[config.mk]
export PLATFORM = sky130hd
export DESIGN_NAME = pipe_mips32_fwd
export DESIGN_NICKNAME = d
export VERILOG_FILES = /design/src/rtl/pipe_mips32_fwd.sv
export SDC_FILE = /design/constraint.sdc
export NUM_CORES = 2
export LEC_CHECK = 0
export ABC_AREA = 1
export BUFFER_PORTS_ARGS = -buffer_cell sky130_fd_sc_hd__buf_2
export CAP_MARGIN = 20
export CORE_UTILIZATION = 46
export DETAILED_ROUTE_END_ITERATION = 8
export HOLD_SLACK_MARGIN = 0.06
export PLACE_DENSITY = 0.65
export SYNTH_ARGS = -nofsm -noshare
export SYNTH_HDL_FRONTEND = slang
export SYNTH_SLANG_ARGS = --single-unit
[constraint.sdc]
create_clock -name clk -period 10.7 [get_ports clk]
set_input_delay 1.605 -clock clk [delete_from_list [all_inputs] [get_ports clk]]
set_output_delay 1.605 -clock clk [all_outputs]
set_load 0.05 [all_outputs]
[src/rtl/pipe_mips32_fwd.sv]
// pipe_mips32_fwd: 5-stage MIPS32-subset core (IF/ID/EX/MEM/WB) with optional
// EX/MEM + MEM/WB forwarding, load-use interlock, branch flush in EX and sticky halt.
module pipe_mips32_fwd #(
   parameter int DW         = 32,
   parameter int AW         = 10,
   parameter int FORWARD_EN = 1
) (
   input  logic          clk,
   input  logic          rst_n,
   output logic [AW-1:0] imem_addr,
   input  logic [31:0]   imem_rdata,
   output logic [AW-1:0] dmem_addr,
   output logic [DW-1:0] dmem_wdata,
   output logic          dmem_we,
   input  logic [DW-1:0] dmem_rdata,
   output logic          halted,
   output logic          retire_valid,
   input  logic [4:0]    dbg_reg_addr,
   output logic [DW-1:0] dbg_reg_data
);
   localparam logic [5:0] OP_ADD = 6'd0, OP_SUB = 6'd1, OP_AND = 6'd2, OP_OR = 6'd3;
   localparam logic [5:0] OP_SLT = 6'd4, OP_MUL = 6'd5, OP_LW = 6'd8, OP_SW = 6'd9;
   localparam logic [5:0] OP_ADDI = 6'd10, OP_SUBI = 6'd11, OP_SLTI = 6'd12;
   localparam logic [5:0] OP_BNEQZ = 6'd13, OP_BEQZ = 6'd14;
   localparam bit FWD = (FORWARD_EN != 0);

   logic [DW-1:0] rf [32];
   logic [AW-1:0] pc;
   logic          fetch_stop;

   logic          ifid_valid;
   logic [31:0]   ifid_ir;
   logic [AW-1:0] ifid_npc;

   logic          idex_valid, idex_wr, idex_hlt;
   logic [5:0]    idex_op;
   logic [4:0]    idex_rs, idex_rt, idex_dest;
   logic [DW-1:0] idex_a, idex_b, idex_imm;
   logic [AW-1:0] idex_npc;

   logic          exmem_valid, exmem_wr, exmem_lw, exmem_sw, exmem_hlt;
   logic [4:0]    exmem_dest;
   logic [DW-1:0] exmem_alu, exmem_sd;

   logic          memwb_valid, memwb_wr, memwb_hlt;
   logic [4:0]    memwb_dest;
   logic [DW-1:0] memwb_res;

   // ID decode
   logic [5:0]    id_op;
   logic [4:0]    id_rs, id_rt, id_rd, id_dest;
   logic          id_rr, id_rm, id_lw, id_sw, id_br, id_hlt, id_wr, id_use_rs, id_use_rt;
   logic [DW-1:0] id_imm, id_a, id_b;

   assign id_op     = ifid_ir[31:26];
   assign id_rs     = ifid_ir[25:21];
   assign id_rt     = ifid_ir[20:16];
   assign id_rd     = ifid_ir[15:11];
   assign id_rr     = (id_op <= OP_MUL);
   assign id_rm     = (id_op == OP_ADDI) || (id_op == OP_SUBI) || (id_op == OP_SLTI);
   assign id_lw     = (id_op == OP_LW);
   assign id_sw     = (id_op == OP_SW);
   assign id_br     = (id_op == OP_BEQZ) || (id_op == OP_BNEQZ);
   assign id_hlt    = !(id_rr || id_rm || id_lw || id_sw || id_br);
   assign id_wr     = id_rr || id_rm || id_lw;
   assign id_dest   = id_rr ? id_rd : id_rt;
   assign id_use_rs = !id_hlt;
   assign id_use_rt = id_rr || id_sw;
   assign id_imm    = DW'(signed'(ifid_ir[15:0]));

   logic em_fwd, wb_we;
   assign em_fwd = exmem_valid && exmem_wr && (exmem_dest != 5'd0);
   assign wb_we  = memwb_valid && memwb_wr && (memwb_dest != 5'd0);

   // Register read with write-through from the WB write of the same cycle
   assign id_a = (id_rs == 5'd0) ? '0 : (wb_we && memwb_dest == id_rs) ? memwb_res : rf[id_rs];
   assign id_b = (id_rt == 5'd0) ? '0 : (wb_we && memwb_dest == id_rt) ? memwb_res : rf[id_rt];

   logic hz_ex, hz_mem, stall, id_hlt_v;
   assign hz_ex  = idex_valid && idex_wr && (idex_dest != 5'd0) &&
                   ((id_use_rs && idex_dest == id_rs) || (id_use_rt && idex_dest == id_rt));
   assign hz_mem = em_fwd &&
                   ((id_use_rs && exmem_dest == id_rs) || (id_use_rt && exmem_dest == id_rt));
   assign stall    = ifid_valid && (FWD ? (hz_ex && idex_op == OP_LW) : (hz_ex || hz_mem));
   assign id_hlt_v = ifid_valid && id_hlt;

   // EX operands: EX/MEM result wins over MEM/WB, which wins over the ID/EX copy
   logic [DW-1:0] ex_a, ex_b, ex_alu;
   always_comb begin
      ex_a = idex_a;
      ex_b = idex_b;
      if (FWD) begin
         if (em_fwd && exmem_dest == idex_rs)     ex_a = exmem_alu;
         else if (wb_we && memwb_dest == idex_rs) ex_a = memwb_res;
         if (em_fwd && exmem_dest == idex_rt)     ex_b = exmem_alu;
         else if (wb_we && memwb_dest == idex_rt) ex_b = memwb_res;
      end
   end

   always_comb begin
      ex_alu = '0;
      case (idex_op)
         OP_ADD:               ex_alu = ex_a + ex_b;
         OP_SUB:               ex_alu = ex_a - ex_b;
         OP_AND:               ex_alu = ex_a & ex_b;
         OP_OR:                ex_alu = ex_a | ex_b;
         OP_SLT:               ex_alu = DW'(ex_a < ex_b);
         OP_MUL:               ex_alu = ex_a * ex_b;
         OP_LW, OP_SW, OP_ADDI: ex_alu = ex_a + idex_imm;
         OP_SUBI:              ex_alu = ex_a - idex_imm;
         OP_SLTI:              ex_alu = DW'(ex_a < idex_imm);
         default:              ex_alu = '0;
      endcase
   end

   logic          ex_taken;
   logic [AW-1:0] ex_target;
   assign ex_taken  = idex_valid && (((idex_op == OP_BEQZ) && (ex_a == '0)) ||
                                     ((idex_op == OP_BNEQZ) && (ex_a != '0)));
   assign ex_target = idex_npc + idex_imm[AW-1:0];

   always_ff @(posedge clk or negedge rst_n) begin
      if (!rst_n) begin
         pc <= '0; fetch_stop <= 1'b0; halted <= 1'b0;
         ifid_valid <= 1'b0; ifid_ir <= '0; ifid_npc <= '0;
         idex_valid <= 1'b0; idex_wr <= 1'b0; idex_hlt <= 1'b0; idex_op <= '0;
         idex_rs <= '0; idex_rt <= '0; idex_dest <= '0;
         idex_a <= '0; idex_b <= '0; idex_imm <= '0; idex_npc <= '0;
         exmem_valid <= 1'b0; exmem_wr <= 1'b0; exmem_lw <= 1'b0; exmem_sw <= 1'b0;
         exmem_hlt <= 1'b0; exmem_dest <= '0; exmem_alu <= '0; exmem_sd <= '0;
         memwb_valid <= 1'b0; memwb_wr <= 1'b0; memwb_hlt <= 1'b0;
         memwb_dest <= '0; memwb_res <= '0;
      end else if (!halted) begin
         // A taken branch beats both a stall and an HLT waiting in ID
         if (ex_taken)                                 pc <= ex_target;
         else if (!(stall || fetch_stop || id_hlt_v)) pc <= pc + AW'(1);

         if (ex_taken) ifid_valid <= 1'b0;
         else if (!stall) begin
            if (fetch_stop || id_hlt_v) ifid_valid <= 1'b0;
            else begin
               ifid_valid <= 1'b1;
               ifid_ir    <= imem_rdata;
               ifid_npc   <= pc + AW'(1);
            end
         end
         if (id_hlt_v && !stall && !ex_taken) fetch_stop <= 1'b1;

         idex_valid <= ifid_valid && !stall && !ex_taken;
         idex_wr    <= id_wr;     idex_hlt  <= id_hlt;  idex_op  <= id_op;
         idex_rs    <= id_rs;     idex_rt   <= id_rt;   idex_dest <= id_dest;
         idex_a     <= id_a;      idex_b    <= id_b;    idex_imm <= id_imm;
         idex_npc   <= ifid_npc;

         exmem_valid <= idex_valid;
         exmem_wr    <= idex_wr;   exmem_hlt <= idex_hlt; exmem_dest <= idex_dest;
         exmem_lw    <= (idex_op == OP_LW);
         exmem_sw    <= (idex_op == OP_SW);
         exmem_alu   <= ex_alu;    exmem_sd  <= ex_b;

         memwb_valid <= exmem_valid;
         memwb_wr    <= exmem_wr;  memwb_hlt <= exmem_hlt; memwb_dest <= exmem_dest;
         memwb_res   <= exmem_lw ? dmem_rdata : exmem_alu;

         if (memwb_valid && memwb_hlt) halted <= 1'b1;
      end
   end

   always_ff @(posedge clk or negedge rst_n) begin
      if (!rst_n) begin
         for (int i = 0; i < 32; i++) rf[i] <= '0;
      end else if (!halted && wb_we) begin
         rf[memwb_dest] <= memwb_res;
      end
   end

   assign imem_addr    = pc;
   assign dmem_addr    = exmem_alu[AW-1:0];
   assign dmem_wdata   = exmem_sd;
   assign dmem_we      = exmem_valid && exmem_sw && !halted;
   assign retire_valid = memwb_valid && !halted;
   assign dbg_reg_data = rf[dbg_reg_addr];
endmodule

Yosys cells after proc, flatten, opt, wreduce, memory -nomap -nowiden --
Index checks and enable logic that the tools add are counted.
Word-level totals: register bits after elaboration 1307, input bits 71, output and inout bits 87
Cells by class: add/subtract/negate cells 6, multiply operators 1, order comparisons 8, equal/unequal tests 29, mux-type cells 30, bitwise operators 10, reduce and logical (&&, ||, !) cells 61
Operators by type and width (number):
- $bwmux W1024 | 1
- $mux W32 | 16
- $bmux W32 S5 | 3
- $pmux W32 S9 | 1
- $demux W32 S5 | 1
- $eq A6 B4 Y1 const B | 14
- $add A32 B32 Y32 | 2
- $lt A32 B32 Y1 | 2
- $sub A32 B32 Y32 | 2
- $eq A5 B5 Y1 | 8
- $and A32 B32 Y32 | 1
- $logic_not A32 Y1 | 1
- $mul A32 B32 Y32 | 1
- $or A32 B32 Y32 | 1
- $reduce_bool A32 Y1 | 1
- $logic_and A1 B1 Y1 | 31
- $ge A6 B6 Y1 const B | 4
- $not A5 Y6 | 4
- $mux W10 | 2
- $reduce_bool A5 Y1 | 3
- $logic_or A1 B1 Y1 | 13
- $eq A6 B2 Y1 const B | 2
- $eq A6 B3 Y1 const B | 2
- $add A10 B1 Y10 const B | 1
- 15 further kinds | 28

Longest topological paths before layout --
depth after elaboration 16, depth in mapped cells 46

Worst setup path before layout --
OpenSTA, ideal clock, no wires.
kind register to register, start reg memwb_dest[1], end reg exmem_alu[27], library setup time 130 ps, arrival time 7788 ps, required time 10570 ps, path slack 2782 ps, stages on the path, launching flop included 36, buffers on the path 3, period minus slack after synthesis 7918 ps, path through dfrtp_1 buf_4 nor2_4 nand3_1 nand2_1 inv_2 nand3_2 clkbuf_1 nand2_1 o211ai_1 nand2_1 inv_1 buf_1 nor2_1 fa_1 fa_1 fa_1 inv_1 fa_1 inv_1 fa_1 inv_1 fa_1 inv_1 fa_1 fa_1 ha_1 a21oi_1 o211ai_1 a21oi_1 o21ai_0 or2_2 nand3_1 o211ai_1 o21ai_0 o21ai_0
Between the ends: cells in the longest elaborated chain, start to end 7, elaborated cells between the ends (all ways) 18, classes of those cells 4 x add/sub; 1 x mul; 2 x eq/ne; 5 x mux; 2 x bitwise; 4 x reduce/logical
Ends and longest elaborated chain:
- from (decl) | line 46 | logic [4:0] memwb_dest;
- from (signal assigned) | line 162 | memwb_wr <= exmem_wr; memwb_hlt <= exmem_hlt; memwb_dest <= exmem_dest;
- $reduce_bool A5 Y1 | line 73 | assign wb_we = memwb_valid && memwb_wr && (memwb_dest != 5'd0);
- $logic_and A1 B1 Y1 | line 73
- $logic_and A1 B1 Y1 (*) | line 96 | else if (wb_we && memwb_dest == idex_rt) ex_b = memwb_res;
- $mux W32 (*) | line 96
- $mux W32 (*) | line 95 | if (em_fwd && exmem_dest == idex_rt) ex_b = exmem_alu;
- net ex_b[5] | line 88 | logic [DW-1:0] ex_a, ex_b, ex_alu;
- $mul A32 B32 Y32 (tied with other cells) | line 108 | OP_MUL: ex_alu = ex_a * ex_b;
- $pmux W32 S9 (*) | line 102 | case (idex_op)
- to (signal assigned) | line 130 | exmem_hlt <= 1'b0; exmem_dest <= '0; exmem_alu <= '0; exmem_sd <= '0;
- to (signal assigned) | line 159 | exmem_alu <= ex_alu; exmem_sd <= ex_b;
- to (decl) | line 43 | logic [DW-1:0] exmem_alu, exmem_sd;
The timed path passes the listed nets; every way through them passes the cells marked *. A chain may end at the register's enable or synchronous reset.

Final worst setup path --
start reg memwb_dest[2], end reg exmem_alu[22]
Between the ends: cells in the longest elaborated chain, start to end 7, elaborated cells between the ends (all ways) 18, classes of those cells 4 x add/sub; 1 x mul; 2 x eq/ne; 5 x mux; 2 x bitwise; 4 x reduce/logical
Ends and longest elaborated chain (line):
- $reduce_bool A5 Y1 | 73
- $logic_and A1 B1 Y1 | 73
- $logic_and A1 B1 Y1 (on tied branches) | 94, 96
- $mux W32 (on tied branches) | 94, 96
- $mux W32 (on tied branches) | 93, 95
- $mul A32 B32 Y32 (tied with other cells) | 108
- $pmux W32 S9 (*) | 102
Mark *: on every way between the ends. The rest lies on a longest branch, timed or not.

==> out/metrics.cfg <==
[outcome]
status = completed

[sta]
fin_skew_ns = 0.0636
slew_headroom_pct = 17.4
min_period_over_period_pct = 94.4
maxSlewViolCount = 0
finalCriticalPeriod_ns = 10.10
rsz0062_at_grt = no
fin_tns_setup_ns = 0
worstMarginPinSlew_ns = 1.24
hold_violations = 0
setup_viol = 0
clock.fmax_ghz = 0.0990

[setup_path]
r2r_cells = 32
cp_max_fo = 18
critPathArrivalTime_ns = 10.79
cpPeakStageDelay_ns = 0.65
r2r_slack_ns = 0.60
crit_family = adder cells
critPathCaptureType = flip-flop
regToRegEndpoint = exmem_alu[22]
path_buf_inv = 9
rr_startpoint = memwb_dest[2]
critPathSlowestCell = o21ai_0
crit_top_cell = fa_1
worstPathRequired_ns = 11.38
critPathLaunchType = flip-flop
setup.worst_path.class = flip-flop to flip-flop

[clock_tree]
cts_tree = yes
cts.clk_slew.worst_paths_ns = 0.06
cts_buffers = 156
clock-sinks = 1307
insertion_delay_ns = 0.87
cts_hold_buf = 0
post_cts_buffers = 0
cts_root_buf = clkbuf_16
cts_buffer_depth = 3
htree_levels = 4
cts-resized-gates = 0

[global_routing]
grt_first_pass_wirelength_um = 664000
grtUsageMet1_pct = 55.9
grtUsageMet3_pct = 12.0
grt_pass1_vias = 95600
top_usage_layer = met2
grt_use_met2_pct = 58.1
overflow = 0
antenna_found_initial = 25
grt_max_degree = 221
grtUsageTotal_pct = 41.0

[logic_synthesis]
yosysMostFrequentCell = o21ai_0
synth_flop_cell = dfrtp_1
synth_area_leaders = dfrtp_1 (33%), o21ai_0 (16%), nand2_1 (8.6%), fa_1 (8.2%), a21oi_1 (7.0%)
synth_area_um2 = 100000
avgSynthCellArea_um2 = 7.09
ys_ff_latch = 1307
async_flop_share_pct = 100
synth_fp_nets = 14900
ys_warn_count = 0
yosys.area.top_type = dfrtp_1
synth_common_cells = o21ai_0 (3182), nand2_1 (2309), a21oi_1 (1402)
synthDistinctLibCells = 57
netlist.area_leader.share_pct = 32.6
synth-seq-area-share_pct = 32.6
synth_edf_count = 0
synth_cells = 14100

[place]
io_buffers = 157
hpwl_um = 293000
post-place-cells = 16300
place.gp.congestion = 1.07

[route]
vias_per_cell = 6.33
avgRoutedWirePerCell_um = 27.7
num_vias = 105000
routed_wl_um = 458000
drc = 0
route.antenna.remaining_nets = 0
firstDrtPassIters = 8
drtIter0Drc = 16400

[finish]
final_nets = 14300
layout-drive-gt1-share_pct = 6.08
fillCellCount = 21800
area_delta_synth_final_pct = 7.98
final_cells = 16500

[die]
ioPinCount = 158
dieArea_um2 = 220000
rows = 171
design.core.area_um2 = 217000
die_x_um = 469
dieHeight_um = 469
initial_utilization_pct = 46.2

[min_path]
hold_path_startpoint = rf[1020]
worstHoldPathCells = 0
hold_end = rf[1020]
hold_class = flip-flop to flip-flop

[job]
max_cap_violations = 0

-- area by class of cell --
type	count	area (um2)	area share (%)
flip-flops and latches	1307	32700	30.2
diodes	7	17.5	0.0162
clock inverters	49	701	0.647
well taps	2854	3570	3.30
clock buffers	231	4560	4.21
repair buffers	451	3320	3.07
inverters	1276	4860	4.49
multi-input cells	10400	58500	54.0
-- per-layer routing --
layer,up-vias,share of wire (%)
met5,-,0.033
met4,26,6.3
met3,1457,14
met2,7447,41
met1,49500,39
li1,46300,-
-- cells by family after synthesis --
logic type	synth area share (%)
compound gates	28.8
xor+xnor	0.594
flops	32.6
fa+ha+maj	11.9
buf+inv	9.38
simple gates	16.7
-- worst max path at each step --
stage                    endpoint     startpoint  cells past startpoint
global placement    exmem_alu[22]  memwb_dest[2]                     34
CTS                 exmem_alu[22]  memwb_dest[2]                     34
detailed placement  exmem_alu[22]  memwb_dest[2]                     34
floorplan           exmem_alu[27]  memwb_dest[1]                     35
finish              exmem_alu[22]  memwb_dest[2]                     32
global route        exmem_alu[22]  memwb_dest[2]                     32
-- per-stage QoR --
| step | setup WS, ns | instance area (um2) | hold slack (ns) | util (%) |
|---|---|---|---|---|
| floorplan | 2.78 | 100000 | 0.442 | - |
| global placement | 1.03 | 103000 | 0.388 | 47.4 |
| detailed placement | 0.969 | 103000 | 0.390 | 47.4 |
| CTS | 0.902 | 108000 | 0.403 | 49.9 |
| global route | 0.342 | 108000 | 0.412 | 49.9 |
| finish | 0.595 | 108000 | 0.401 | 49.9 |
-- registers in the layout (all words and copies together), names as in the netlist, 6 cells and up --
name        cells
idex_npc       10
idex_a         32
rf           1024
idex_imm       16
idex_b         32
imem_addr      10
ifid_npc       10
dmem_wdata     32
memwb_res      32
idex_op         6
ifid_ir        32
exmem_alu      32
-- cell usage in the layout (no fill, tap or decap), drive strengths merged, types with 257 or more instances in the layout --
cell type and n:
inv 1263, ha 292, buf 451, o21ai 3212, o211ai 257, fa 412
nor2 1387, a21oi 1403, nand2 2314, dfrtp 1307, nand3 400
Power is left out: the tool's default activity adds up to more than one toggle a clock period on the data nets, which glitch-free logic cannot reach.
